## src/rtl/load_store_unit.sv

```systemverilog
// load_store_unit: byte/half/word load-store unit over a word-wide memory port.
// Define LSU_ALIGN_CHECK_EN to trap misaligned accesses instead of force-aligning them.
module load_store_unit #(
   parameter int DEPTH = 1024
) (
   input  logic        clk,
   input  logic        rst_n,
   input  logic        req_valid,
   output logic        req_ready,
   input  logic        req_we,
   input  logic [1:0]  req_size,
   input  logic        req_unsigned,
   input  logic [31:0] req_addr,
   input  logic [31:0] req_wdata,
   output logic        resp_valid,
   output logic [31:0] resp_rdata,
   output logic        resp_err,
   output logic        mem_we,
   output logic [31:0] mem_a,
   output logic [31:0] mem_wd,
   input  logic [31:0] mem_rd
);
   typedef enum logic [2:0] {IDLE, LOAD, RMW_RD, WRITE, RESP} state_t;
   state_t state, nxt;
   logic        uns_q;
   logic [1:0]  size_q;
   logic [31:0] addr_q, wd_q;
   logic        oor, mis, bad;
   logic [4:0]  sh;
   logic [31:0] lane, mask, ext, merged;
   assign oor = req_addr >= 32'(DEPTH) * 32'd4;
`ifdef LSU_ALIGN_CHECK_EN
   assign mis = (req_size == 2'b01 && req_addr[0]) || (req_size == 2'b10 && req_addr[1:0] != 2'b00);
`else
   assign mis = 1'b0;
`endif
   assign bad = req_size == 2'b11 || oor || mis;
   // Half accesses ignore addr[0], which also force-aligns them when the check is off.
   assign sh     = size_q == 2'b00 ? {addr_q[1:0], 3'b000} : {addr_q[1], 4'b0000};
   assign lane   = mem_rd >> sh;
   assign mask   = (size_q == 2'b00 ? 32'h0000_00ff : 32'h0000_ffff) << sh;
   assign merged = (mem_rd & ~mask) | ((wd_q << sh) & mask);
   assign ext    = size_q == 2'b00 ? {{24{~uns_q & lane[7]}}, lane[7:0]} :
                   size_q == 2'b01 ? {{16{~uns_q & lane[15]}}, lane[15:0]} : mem_rd;
   assign req_ready  = state == IDLE;
   assign resp_valid = state == RESP;
   assign mem_we     = state == WRITE;
   assign mem_a      = {addr_q[31:2], 2'b00};
   assign mem_wd     = wd_q;
   always_ff @(posedge clk or negedge rst_n)
      if (!rst_n) state <= IDLE;
      else state <= nxt;
   always_comb begin
      nxt = state;
      case (state)
         IDLE:    if (req_valid) nxt = bad ? RESP : !req_we ? LOAD : req_size == 2'b10 ? WRITE : RMW_RD;
         LOAD:    nxt = RESP;
         RMW_RD:  nxt = WRITE;
         WRITE:   nxt = RESP;
         default: nxt = IDLE;
      endcase
   end
   always_ff @(posedge clk or negedge rst_n)
      if (!rst_n) begin
         uns_q      <= 1'b0;
         size_q     <= 2'b00;
         addr_q     <= '0;
         wd_q       <= '0;
         resp_rdata <= '0;
         resp_err   <= 1'b0;
      end else begin
         if (state == IDLE && req_valid) begin
            uns_q  <= req_unsigned;
            size_q <= req_size;
            addr_q <= req_addr;
            wd_q   <= req_wdata;
         end
         if (state == RMW_RD) wd_q <= merged;
         if (nxt == RESP) begin
            resp_rdata <= state == LOAD ? ext : '0;
            resp_err   <= state == IDLE;
         end
      end
endmodule

```

## config.mk

```make
export PLATFORM = sky130hd
export DESIGN_NAME = load_store_unit
export DESIGN_NICKNAME = d
export VERILOG_FILES = /design/src/rtl/load_store_unit.sv
export SDC_FILE = /design/constraint.sdc
export NUM_CORES = 1
export LEC_CHECK = 0
export BUFFER_PORTS_ARGS = -buffer_cell sky130_fd_sc_hd__buf_2
export CORE_MARGIN = 2
export CORE_UTILIZATION = 25
export DETAILED_ROUTE_END_ITERATION = 8
export PLACE_DENSITY = 0.51
export SYNTH_ARGS = -nofsm -noshare
export SYNTH_HDL_FRONTEND = slang
export SYNTH_SLANG_ARGS = --single-unit
```

## constraint.sdc

```tcl
create_clock -name clk -period 4.9 [get_ports clk]
set_input_delay 0.49 -clock clk [delete_from_list [all_inputs] [get_ports clk]]
set_output_delay 0.49 -clock clk [all_outputs]
set_load 0.03 [all_outputs]
```

==> results.sh, run 1 <==
export IMPL_global_route_overflow_total=0
export IMPL_maxClockFrequency_mhz=306.0
export IMPL_rsz0062_at_grt="no"
export IMPL_post_route_period_util_pct=66.69
export IMPL_floorplan_die_area_um2=22130
export IMPL_row_count=52
export IMPL_ys_warn_count=0
export IMPL_root_buffer="sky130_fd_sc_hd__clkbuf_16"
export IMPL_ioPinCount=203
export IMPL_die_height_um=148.8
export IMPL_grt_first_pass_wirelength_um=27880
export IMPL_dieWidth_um=148.8
export IMPL_synth_seq_area_share_pct=49.20
export IMPL_critical_path_depth=6
export IMPL_slew_headroom_pct=31.00
export IMPL_initialDrtViolationCount=303
export IMPL_timing_reg2reg_worst_path_depth=6
export IMPL_fp_coreArea_um2=20430
export IMPL_cts_hold_buf=0
export IMPL_clkSlewWorstSetupHoldPaths_ps=80
export IMPL_worst_r2r_setup_slack_ps=1630
export IMPL_postSynthCellCount=561
export IMPL_crit_path_start_kind="flop"
export IMPL_synth_cell_area_um2=5239
export IMPL_placement_io_buffers=200
export IMPL_antenna_violations_before_repair=2
export IMPL_drt_pre_antenna_iters=4
export IMPL_biggest_cell_delay_along_the_critical_path_ps=760
export IMPL_cts_setup_buffers=0
export IMPL_finish_net_count=817
export IMPL_stdcell_area_um2=6560
export IMPL_wire_per_inst_um=18.72
export IMPL_rr_endpoint="resp_rdata[19]"
export IMPL_crit_path_max_fanout=38
export IMPL_static_leakage_power_nw=3.264
export IMPL_detail_route_vias_per_cell=4.791
export IMPL_layout_drive_gt1_share_pct=33.80
export IMPL_synth_edff_count=0
export IMPL_worstSetupStartpoint="size_q[1]"
export IMPL_placement_cell_area_um2=6252
export IMPL_drv_slew=0
export IMPL_initial_utilization_pct=25.64
export IMPL_criticalPathCategory="flop to flop"
export IMPL_cap_viol_max_count=0
export IMPL_fin_worst_skew_ps=15.39
export IMPL_finalHoldViolations=0
export IMPL_dp_hpwl_um=13840
export IMPL_cts_buffers_inserted=9
export IMPL_report_final_setup_viol=0
export IMPL_worstMarginPinSlew_ps=1021
export IMPL_critPathTopFamily="compound AO/OA/AOI/OAI gates"
export IMPL_synthToLayoutAreaGrowth_pct=25.22
export IMPL_routabilityCongestion=0.7959
export IMPL_class_of_the_worst_hold_path="input port to async pin"
export IMPL_clockBufferDepth=2
export IMPL_outcome="complete, no violations"
export IMPL_setup_total_negative_slack_ps=0
export IMPL_number_of_clock_sinks=103
export IMPL_yosysUniqueCellTypes=46
export IMPL_drc=0
export IMPL_r2r_start="size_q[1]"
export IMPL_routed_wirelength_um=18530
export IMPL_ys_ff_latch=103
export IMPL_worstPathCellList="nor3b_2 > buf_4 > a21oi_1 > a221o_1 > a211o_1 > o2bb2ai_1"
export IMPL_required_time_worst_endpoint_ps=5180
export IMPL_grt_max_degree=69
export IMPL_grt_pass1_vias=4573
export IMPL_synth_flop_cell="sky130_fd_sc_hd__dfrtp_1"
export IMPL_cts_max_level=3
export IMPL_avgSynthCellArea_um2=9.338
export IMPL_ant_nets=0
export IMPL_grt_total_usage_pct=16.60
export IMPL_arrival_ps=3550
export IMPL_routed_via_count=4743
export IMPL_cts_resized=0
export IMPL_vdd_drop_max_mv=0.1512
export IMPL_timing_final_crit_period_ps=3268
export IMPL_critical_path_endpoint="resp_rdata[19]"
export IMPL_worstSetupEndpointType="flop"
export IMPL_power_per_cell_area_nw_per_um2=356.1
export IMPL_clk_latency_ps=370
export IMPL_slowest_stage="sky130_fd_sc_hd__dfrtp_1"
export IMPL_cts_tree="built"
export IMPL_cp_num_buf_inv=1
export IMPL_async_reset_ff_share_pct=100.0
[cell usage after synthesis, types with 2 or more instances]
master	instances	share of area, %
sky130_fd_sc_hd__nand2b_1	4	0.48
sky130_fd_sc_hd__nor2b_1	17	2.0
sky130_fd_sc_hd__inv_1	10	0.72
sky130_fd_sc_hd__and3_1	8	0.96
sky130_fd_sc_hd__o2bb2ai_2	10	2.9
sky130_fd_sc_hd__o32ai_1	5	0.84
sky130_fd_sc_hd__a22oi_1	13	1.9
sky130_fd_sc_hd__a21oi_1	43	4.1
sky130_fd_sc_hd__buf_1	3	0.21
sky130_fd_sc_hd__mux2i_1	9	1.7
sky130_fd_sc_hd__nor2_1	40	2.9
sky130_fd_sc_hd__o21ai_0	7	0.67
sky130_fd_sc_hd__a22o_1	10	1.7
sky130_fd_sc_hd__dfrtp_1	103	49
sky130_fd_sc_hd__a211oi_1	9	1.3
sky130_fd_sc_hd__o22ai_1	18	2.1
sky130_fd_sc_hd__o21ai_1	2	0.19
sky130_fd_sc_hd__o21a_1	3	0.43
sky130_fd_sc_hd__and2_1	2	0.24
sky130_fd_sc_hd__nor3_1	3	0.29
sky130_fd_sc_hd__buf_6	2	0.43
sky130_fd_sc_hd__buf_4	33	4.7
sky130_fd_sc_hd__o31ai_1	8	1.1
sky130_fd_sc_hd__buf_2	4	0.38
sky130_fd_sc_hd__a221o_1	6	1.1
sky130_fd_sc_hd__o2bb2ai_1	16	2.7
sky130_fd_sc_hd__clkbuf_1	24	1.7
sky130_fd_sc_hd__nand2_1	122	8.7
sky130_fd_sc_hd__mux2_2	5	1.1
sky130_fd_sc_hd__a32oi_1	3	0.50
sky130_fd_sc_hd__nor4_1	4	0.48
[power breakdown]
group / internal, mW / leakage, nW / switching (mW)
clock network: 0.405 / 0.154 / 0.364
registers: 0.921 / 1.30 / 0.0821
logic: 0.184 / 1.81 / 0.380
total: 1.51 / 3.26 / 0.825
[how the worst min path moves through the flow]
stage	start	end	cells past startpoint
global route	req_addr[9]	addr_q[9]	3
detailed placement	addr_q[14]	addr_q[14]	2
global placement	addr_q[20]	addr_q[20]	2
floorplan	rst_n	async pin	0
CTS	rst_n	mem_wd[0]	1
finish	rst_n	addr_q[28]	1
[logic make-up (layout without fill, tap and decap cells)]
group | Yosys count | count (layout) | synth area share, %
buffers and inverters | 76 | 233 | 8.192
DFF | 103 | 103 | 49.20
muxes | 14 | 14 | 2.794
and+or+nand+nor | 209 | 209 | 17.43
other | 1 | 3 | 0.07158
AOI/OAI and AO/OA | 158 | 158 | 22.31
[cell type report]
type	count	area (µm²)
fill	2209	13870
sequential	103	2577
multi-input combinational	383	2243
timing repair buffer	207	1056
tap	270	337.8
clock buffer	9	225.2
clock inverter	7	80.08
inverter	10	37.54
antenna	1	2.502
[metrics by stage]
stage | hold WS [ps] | setup slack (ps) | cells | util (%) | power (mW)
3_3_place_gp | 452.8 | 1801 | 973 | 30.60 | 1.586
4_1_cts | 299.1 | 1631 | 989 | 32.10 | 2.354
2_1_floorplan | 194.4 | 2389 | 562 | - | 1.405
3_5_place_dp | 456.4 | 1658 | 973 | 30.60 | 1.588
5_1_grt | 307.0 | 1376 | 989 | 32.10 | 2.455
6_report | 253.8 | 1632 | 990 | 32.11 | 2.336
[cell usage in the layout (no fill, tap or decap), types with 2 or more instances in the layout]
cell / count
sky130_fd_sc_hd__nand2_1: 121
sky130_fd_sc_hd__a22o_1: 10
sky130_fd_sc_hd__o21ai_1: 2
sky130_fd_sc_hd__nor2_1: 40
sky130_fd_sc_hd__o2bb2ai_2: 10
sky130_fd_sc_hd__nor4_1: 4
sky130_fd_sc_hd__inv_1: 10
sky130_fd_sc_hd__mux2_2: 5
sky130_fd_sc_hd__o21ai_0: 7
sky130_fd_sc_hd__a221o_1: 6
sky130_fd_sc_hd__o21a_1: 3
sky130_fd_sc_hd__a22oi_1: 13
sky130_fd_sc_hd__conb_1: 2
sky130_fd_sc_hd__a211oi_1: 9
sky130_fd_sc_hd__a21oi_1: 43
sky130_fd_sc_hd__inv_8: 2
sky130_fd_sc_hd__nand2b_1: 4
sky130_fd_sc_hd__nor2b_1: 17
sky130_fd_sc_hd__and2_1: 2
sky130_fd_sc_hd__buf_4: 8
sky130_fd_sc_hd__clkinv_2: 2
sky130_fd_sc_hd__o2bb2ai_1: 16
sky130_fd_sc_hd__clkbuf_16: 9
sky130_fd_sc_hd__o22ai_1: 18
sky130_fd_sc_hd__o31ai_1: 8
sky130_fd_sc_hd__nor3_1: 2
sky130_fd_sc_hd__and3_1: 8
sky130_fd_sc_hd__dfrtp_1: 103
sky130_fd_sc_hd__o32ai_1: 5
sky130_fd_sc_hd__buf_2: 199
sky130_fd_sc_hd__mux2i_1: 9
sky130_fd_sc_hd__a32oi_1: 3
[per-layer routing]
| layer | wire, µm | track usage [%] | part of all wire [%] | up-vias |
|---|---|---|---|---|
| met5 | 13 | 0 | 0.070 | - |
| met4 | 284 | 5.381 | 1.5 | 2 |
| met3 | 1129 | 3.028 | 6.1 | 18 |
| met2 | 8466 | 25.62 | 46 | 170 |
| met1 | 8640 | 23.60 | 47 | 2288 |
| li1 | - | - | - | 2265 |
Note: power is estimated with default switching activity, not from simulation.
==> run 2, diff against run 1 <==
Settings changed: PLACE_DENSITY 0.51 to 0.52.
Clock period 4.9 ns to 2.7 ns, I/O delays scaled along.
==> results.sh, run 2 (synthesized netlist as in run 1, its figures left out) <==
export IMPL_timing_hold_worst_path_depth=3
export IMPL_grt_pass1_vias=4702
export IMPL_final_common_cell="sky130_fd_sc_hd__buf_2"
export IMPL_global_route_overflow_total=0
export IMPL_criticalPathCategory="flop to flop"
export IMPL_root_buffer="sky130_fd_sc_hd__clkbuf_16"
export IMPL_initial_utilization_pct=25.64
export IMPL_layout_drive_gt1_share_pct=34.65
export IMPL_detail_route_vias_per_cell=4.756
export IMPL_timing_final_crit_period_ps=2381
export IMPL_routed_via_count=4775
export IMPL_clk_latency_ps=370
export IMPL_class_of_the_worst_hold_path="input port to flop"
export IMPL_r2r_start="size_q[0]"
export IMPL_static_leakage_power_nw=3.330
export IMPL_drt_pre_antenna_iters=5
export IMPL_row_count=52
export IMPL_grt_first_pass_wirelength_um=28330
export IMPL_outcome="complete, no violations"
export IMPL_report_final_setup_viol=0
export IMPL_vdd_drop_max_mv=0.2636
export IMPL_rr_endpoint="resp_rdata[31]"
export IMPL_dieWidth_um=148.8
export IMPL_maxClockFrequency_mhz=420.0
export IMPL_synthToLayoutAreaGrowth_pct=27.63
export IMPL_floorplan_die_area_um2=22130
export IMPL_placement_io_buffers=200
export IMPL_required_time_worst_endpoint_ps=2980
export IMPL_die_height_um=148.8
export IMPL_initialDrtViolationCount=308
export IMPL_worstMarginPinSlew_ps=807.3
export IMPL_worstSetupEndpointType="flop"
export IMPL_clkSlewWorstSetupHoldPaths_ps=90
export IMPL_arrival_ps=2660
export IMPL_grt_total_usage_pct=17.00
export IMPL_cts_hold_buf=1
export IMPL_fin_worst_skew_ps=16.10
export IMPL_hold_slack_ps=100.2
export IMPL_drc=0
export IMPL_ioPinCount=203
export IMPL_finish_net_count=831
export IMPL_cts_resized=0
export IMPL_worst_r2r_setup_slack_ps=320
export IMPL_power_per_cell_area_nw_per_um2=637.8
export IMPL_routed_wirelength_um=18920
export IMPL_clockBufferDepth=2
export IMPL_min_from="req_addr[0]"
export IMPL_layout_common_cells="sky130_fd_sc_hd__buf_2 (199), sky130_fd_sc_hd__nand2_1 (121), sky130_fd_sc_hd__dfrtp_1 (103), sky130_fd_sc_hd__a21oi_1 (43), sky130_fd_sc_hd__nor2_1 (40)"
export IMPL_setup_total_negative_slack_ps=0
export IMPL_finalHoldViolations=0
export IMPL_post_route_period_util_pct=88.17
export IMPL_routabilityCongestion=0.8609
export IMPL_wire_per_inst_um=18.85
export IMPL_crit_path_start_kind="flop"
export IMPL_whs_endpoint="addr_q[0]"
export IMPL_antenna_violations_before_repair=2
export IMPL_grt_max_degree=56
export IMPL_cts_setup_buffers=0
export IMPL_cts_buffers_inserted=9
export IMPL_dp_hpwl_um=13940
export IMPL_number_of_clock_sinks=103
export IMPL_timing_reg2reg_worst_path_depth=5
export IMPL_ant_nets=0
export IMPL_fp_coreArea_um2=20430
export IMPL_drv_slew=0
export IMPL_slew_headroom_pct=46.18
export IMPL_cts_tree="built"
export IMPL_crit_path_max_fanout=16
export IMPL_cap_viol_max_count=0
export IMPL_cts_max_level=3
export IMPL_rsz0062_at_grt="no"
[run 2: metal layers]
metal	vias to the layer above	share of wire [%]	GRT usage, %
met1	2296	47	24.53
met3	27	6.5	3.456
met5	-	0.069	0
met2	169	44	25.25
li1	2281	-	-
met4	2	2.4	6.095
[run 2: how the worst max path moves through the flow]
stage,from,endpoint,slack (ps),depth (start not counted)
after global placement,size_q[0],resp_rdata[17],410,5
final,size_q[0],resp_rdata[31],320,5
after global routing,size_q[0],resp_rdata[17],110,5
after CTS,size_q[0],resp_rdata[20],340,5
after floorplan,state[1],resp_rdata[4],190,6
after detailed placement,size_q[0],resp_rdata[20],370,5
[run 2: area by class of cell]
| class | instances | area (µm²) |
|---|---|---|
| fill | 2179 | 13740 |
| timing repair buffer | 221 | 1189 |
| clock inverter | 5 | 66.31 |
| sequential | 103 | 2577 |
| antenna | 1 | 2.502 |
| clock buffer | 11 | 232.7 |
| inverter | 10 | 37.54 |
| multi-input combinational | 383 | 2243 |
| tap | 270 | 337.8 |
[run 2: worst max-delay path, stage by stage (launching register included)]
cell                        delay (ps)
sky130_fd_sc_hd__dfrtp_1           480
sky130_fd_sc_hd__nor3b_2           370
sky130_fd_sc_hd__mux2i_1           160
sky130_fd_sc_hd__a221o_1           410
sky130_fd_sc_hd__a211o_1           620
sky130_fd_sc_hd__o2bb2ai_1         250
[run 2: metrics by stage]
| step | util [%] | std cells | area (µm²) | power [mW] | setup slack [ps] |
|---|---|---|---|---|---|
| 6_report | 32.73 | 1004 | 6686 | 4.265 | 319.3 |
| 5_1_grt | 32.73 | 1004 | 6686 | 4.485 | 106.6 |
| 4_1_cts | 32.72 | 1003 | 6684 | 4.316 | 342.7 |
| 3_5_place_dp | 31.20 | 986 | 6375 | 2.913 | 374.1 |
| 3_3_place_gp | 31.20 | 986 | 6375 | 2.907 | 412.6 |
| 2_1_floorplan | - | 562 | 5243 | 2.551 | 188.5 |
[run 2: where the power goes]
| part | internal [mW] | switching, mW |
|---|---|---|
| Combinational | 0.361 | 0.728 |
| Clock | 0.734 | 0.648 |
| Sequential | 1.67 | 0.121 |
==> run 3, diff against run 2 <==
Settings changed: ABC_AREA set to 1, SETUP_SLACK_MARGIN set to 0.5.
==> results.sh, run 3 <==
export IMPL_outcome="complete, no violations"
export IMPL_initialDrtViolationCount=384
export IMPL_post_route_period_util_pct=73.86
export IMPL_crit_path_max_fanout=27
export IMPL_post_route_insts_no_fill=1179
export IMPL_worstPathCellList="nor2_4 > nand2_4 > nand2_1 > nand2_1 > nand2_1 > nand3_1 > nand2_2 > nand3_1 > nand2_1"
export IMPL_cts_tree="built"
export IMPL_synth_xor_area_share_pct=0
export IMPL_routed_wirelength_um=19810
export IMPL_final_common_cell="sky130_fd_sc_hd__nand2_1"
export IMPL_worstMarginPinSlew_ps=600.8
export IMPL_static_leakage_power_nw=3.711
export IMPL_global_route_overflow_total=0
export IMPL_finish_net_count=997
export IMPL_slowest_stage="sky130_fd_sc_hd__dfrtp_1"
export IMPL_synth_cell_area_um2=5552
export IMPL_ys_ff_latch=103
export IMPL_topRoutingLayerUsed="met5"
export IMPL_initial_utilization_pct=25.44
export IMPL_placement_io_buffers=200
export IMPL_synth_top_cell_area_share_pct=46.43
export IMPL_cell_with_the_most_instances_on_the_worst_path="sky130_fd_sc_hd__nand2_1"
export IMPL_avgSynthCellArea_um2=7.482
export IMPL_detailroute_wirelength_met3_um=1539
export IMPL_synth_top_cells_by_area="sky130_fd_sc_hd__dfrtp_1 (46%), sky130_fd_sc_hd__nand2_1 (14%), sky130_fd_sc_hd__nand3_1 (8.2%)"
export IMPL_row_count=54
export IMPL_arrival_ps=2290
export IMPL_synth_seq_area_share_pct=46.43
export IMPL_detail_route_vias_per_cell=4.668
export IMPL_biggest_cell_delay_along_the_critical_path_ps=450
export IMPL_setup_total_negative_slack_ps=0
export IMPL_dieWidth_um=153.0
export IMPL_rsz0062_at_grt="no"
export IMPL_post_synth_and_or_nand_nor_area_fraction_pct=29.28
export IMPL_ant_nets=0
export IMPL_finalHoldViolations=0
export IMPL_report_final_setup_viol=0
export IMPL_cts_max_level=3
export IMPL_power_per_cell_area_nw_per_um2=612.8
export IMPL_post_synth_mux_area_share_pct=0
export IMPL_fp_coreArea_um2=21820
export IMPL_routabilityCongestion=0.8433
export IMPL_clkSlewWorstSetupHoldPaths_ps=70
export IMPL_timing_final_crit_period_ps=1994
export IMPL_synth_flop_cell="sky130_fd_sc_hd__dfrtp_1"
export IMPL_clk_latency_ps=360
export IMPL_worst_r2r_setup_slack_ps=710
export IMPL_ioPinCount=203
export IMPL_yosysMostFrequentCell="sky130_fd_sc_hd__nand2_1"
export IMPL_synthToLayoutAreaGrowth_pct=24.25
export IMPL_dp_hpwl_um=15130
export IMPL_antenna_violations_before_repair=2
export IMPL_hold_slack_ps=102.6
export IMPL_maxClockFrequency_mhz=501.5
export IMPL_drv_slew=0
export IMPL_drc=0
export IMPL_cap_viol_max_count=0
export IMPL_class_of_the_worst_hold_path="input port to flop"
export IMPL_synth_edff_count=0
export IMPL_ys_warn_count=0
export IMPL_layout_common_cells="sky130_fd_sc_hd__nand2_1 (205), sky130_fd_sc_hd__buf_2 (199), sky130_fd_sc_hd__dfrtp_1 (102), sky130_fd_sc_hd__nand3_1 (91), sky130_fd_sc_hd__o21ai_0 (67)"
export IMPL_grt_total_usage_pct=16.66
export IMPL_vdd_drop_max_mv=0.2780
export IMPL_criticalPathCategory="flop to flop"
export IMPL_final_core_utilization_pct=31.61
export IMPL_drt_pre_antenna_iters=5
export IMPL_wire_per_inst_um=16.80
export IMPL_antennaDiodeCount=0
export IMPL_number_of_clock_sinks=103
export IMPL_die_height_um=153.0
export IMPL_crit_path_start_kind="flop"
export IMPL_cts_buffers_inserted=9
export IMPL_clockBufferDepth=2
export IMPL_routed_via_count=5503
export IMPL_grt_pass1_vias=5279
export IMPL_worstSetupEndpointType="flop"
export IMPL_grt_first_pass_wirelength_um=30570
export IMPL_synth_fa_ha_area_share_pct=0
export IMPL_grt_max_degree=49
export IMPL_required_time_worst_endpoint_ps=2990
export IMPL_async_reset_ff_share_pct=100.0
export IMPL_postSynthCellCount=742
export IMPL_post_synth_most_frequent_cells="sky130_fd_sc_hd__nand2_1 (206), sky130_fd_sc_hd__dfrtp_1 (103), sky130_fd_sc_hd__nand3_1 (91), sky130_fd_sc_hd__o21ai_0 (67), sky130_fd_sc_hd__nor2_1 (62)"
export IMPL_synth_top_family_by_area="simple AND/OR/NAND/NOR gates"
export IMPL_fin_worst_skew_ps=10.34
export IMPL_yosysUniqueCellTypes=30
export IMPL_floorplan_die_area_um2=23410
export IMPL_post_synth_top_area_cell="sky130_fd_sc_hd__dfrtp_1"
export IMPL_slew_headroom_pct=59.85
export IMPL_placed_cells=1162
export IMPL_layout_drive_gt1_share_pct=26.81
export IMPL_synth_compound_area_share_pct=12.85
export IMPL_root_buffer="sky130_fd_sc_hd__clkbuf_16"
export IMPL_met1_length_um=8977
export IMPL_wire_length_on_met2_um=9000
## run 3: changes by cell type in the layout (fill, tap and decap cells not counted), sizes merged, moves of 11 or more
cell     previous run  this run
o21ai               9        69
a22oi              13         0
nor2               40        64
o2bb2ai            26         0
nand2             122       209
nor2b              17         0
nand3               0        92
inv                12        52
or2                 1        12
## run 3: cells by family after synthesis
logic type	count (synthesis)
AND/OR/NAND/NOR	383
AO/OA/AOI/OAI	132
buffers and inverters	123
flip-flops	103
other	1
## run 3: stage by stage
stage                     worst slack (ps)  power [mW]  area, µm²
after floorplan                      855.0       2.601       5555
after global placement               712.4       2.917       6590
after detailed placement             664.3       2.919       6590
after CTS                            624.8       4.292       6897
after global routing                 526.5       4.470       6898
final                                705.8       4.227       6898
## run 3: path summary, 6_finish.rpt
check | from | endpoint | cells past startpoint
worst max-delay path | size_q[1] | resp_rdata[30] | 9
worst min-delay path | req_addr[9] | addr_q[9] | 3
worst max register to register | size_q[1] | resp_rdata[30] | 9
worst min register to register | addr_q[30] | addr_q[30] | 2
max in group asynchronous | rst_n | resp_rdata[5] | 3
min in group asynchronous | rst_n | resp_rdata[7] | 2
## run 3: area by class of cell
type | count | area, µm²
fillers | 2401 | 14930
flip-flops and latches | 103 | 2579
multi-input cells | 517 | 2351
repair buffers | 214 | 1136
well taps | 280 | 350.3
clock buffers | 10 | 239.0
inverters | 49 | 185.2
clock inverters | 6 | 57.56
## run 3: worst max-delay path, delay by kind of cell (launching register included)
kind	cells	cell delay, ps
flops	1	450
simple gates	9	1480
## run 3: repair_timing
| action | in CTS | in global routing |
|---|---|---|
| resized for setup | 0 | 1 |
| buffers inserted | 0 | 0 |
| hold endpoints to repair | 33 | 0 |
| setup endpoints to repair | 0 | 7 |
| hold buffers | 1 | 0 |
## run 3: metal layers
layer / track usage, % / up-vias
li1: - / 2686
met1: 22.26 / 2576
met2: 26.39 / 215
met3: 5.359 / 22
met4: 3.792 / 4
met5: 0 / -
## run 3: power breakdown
part	switching, mW	internal, mW	total (mW)
Sequential	0.0985	1.67	1.77
Clock	0.664	0.677	1.34
Combinational	0.783	0.330	1.11
Total	1.55	2.68	4.23
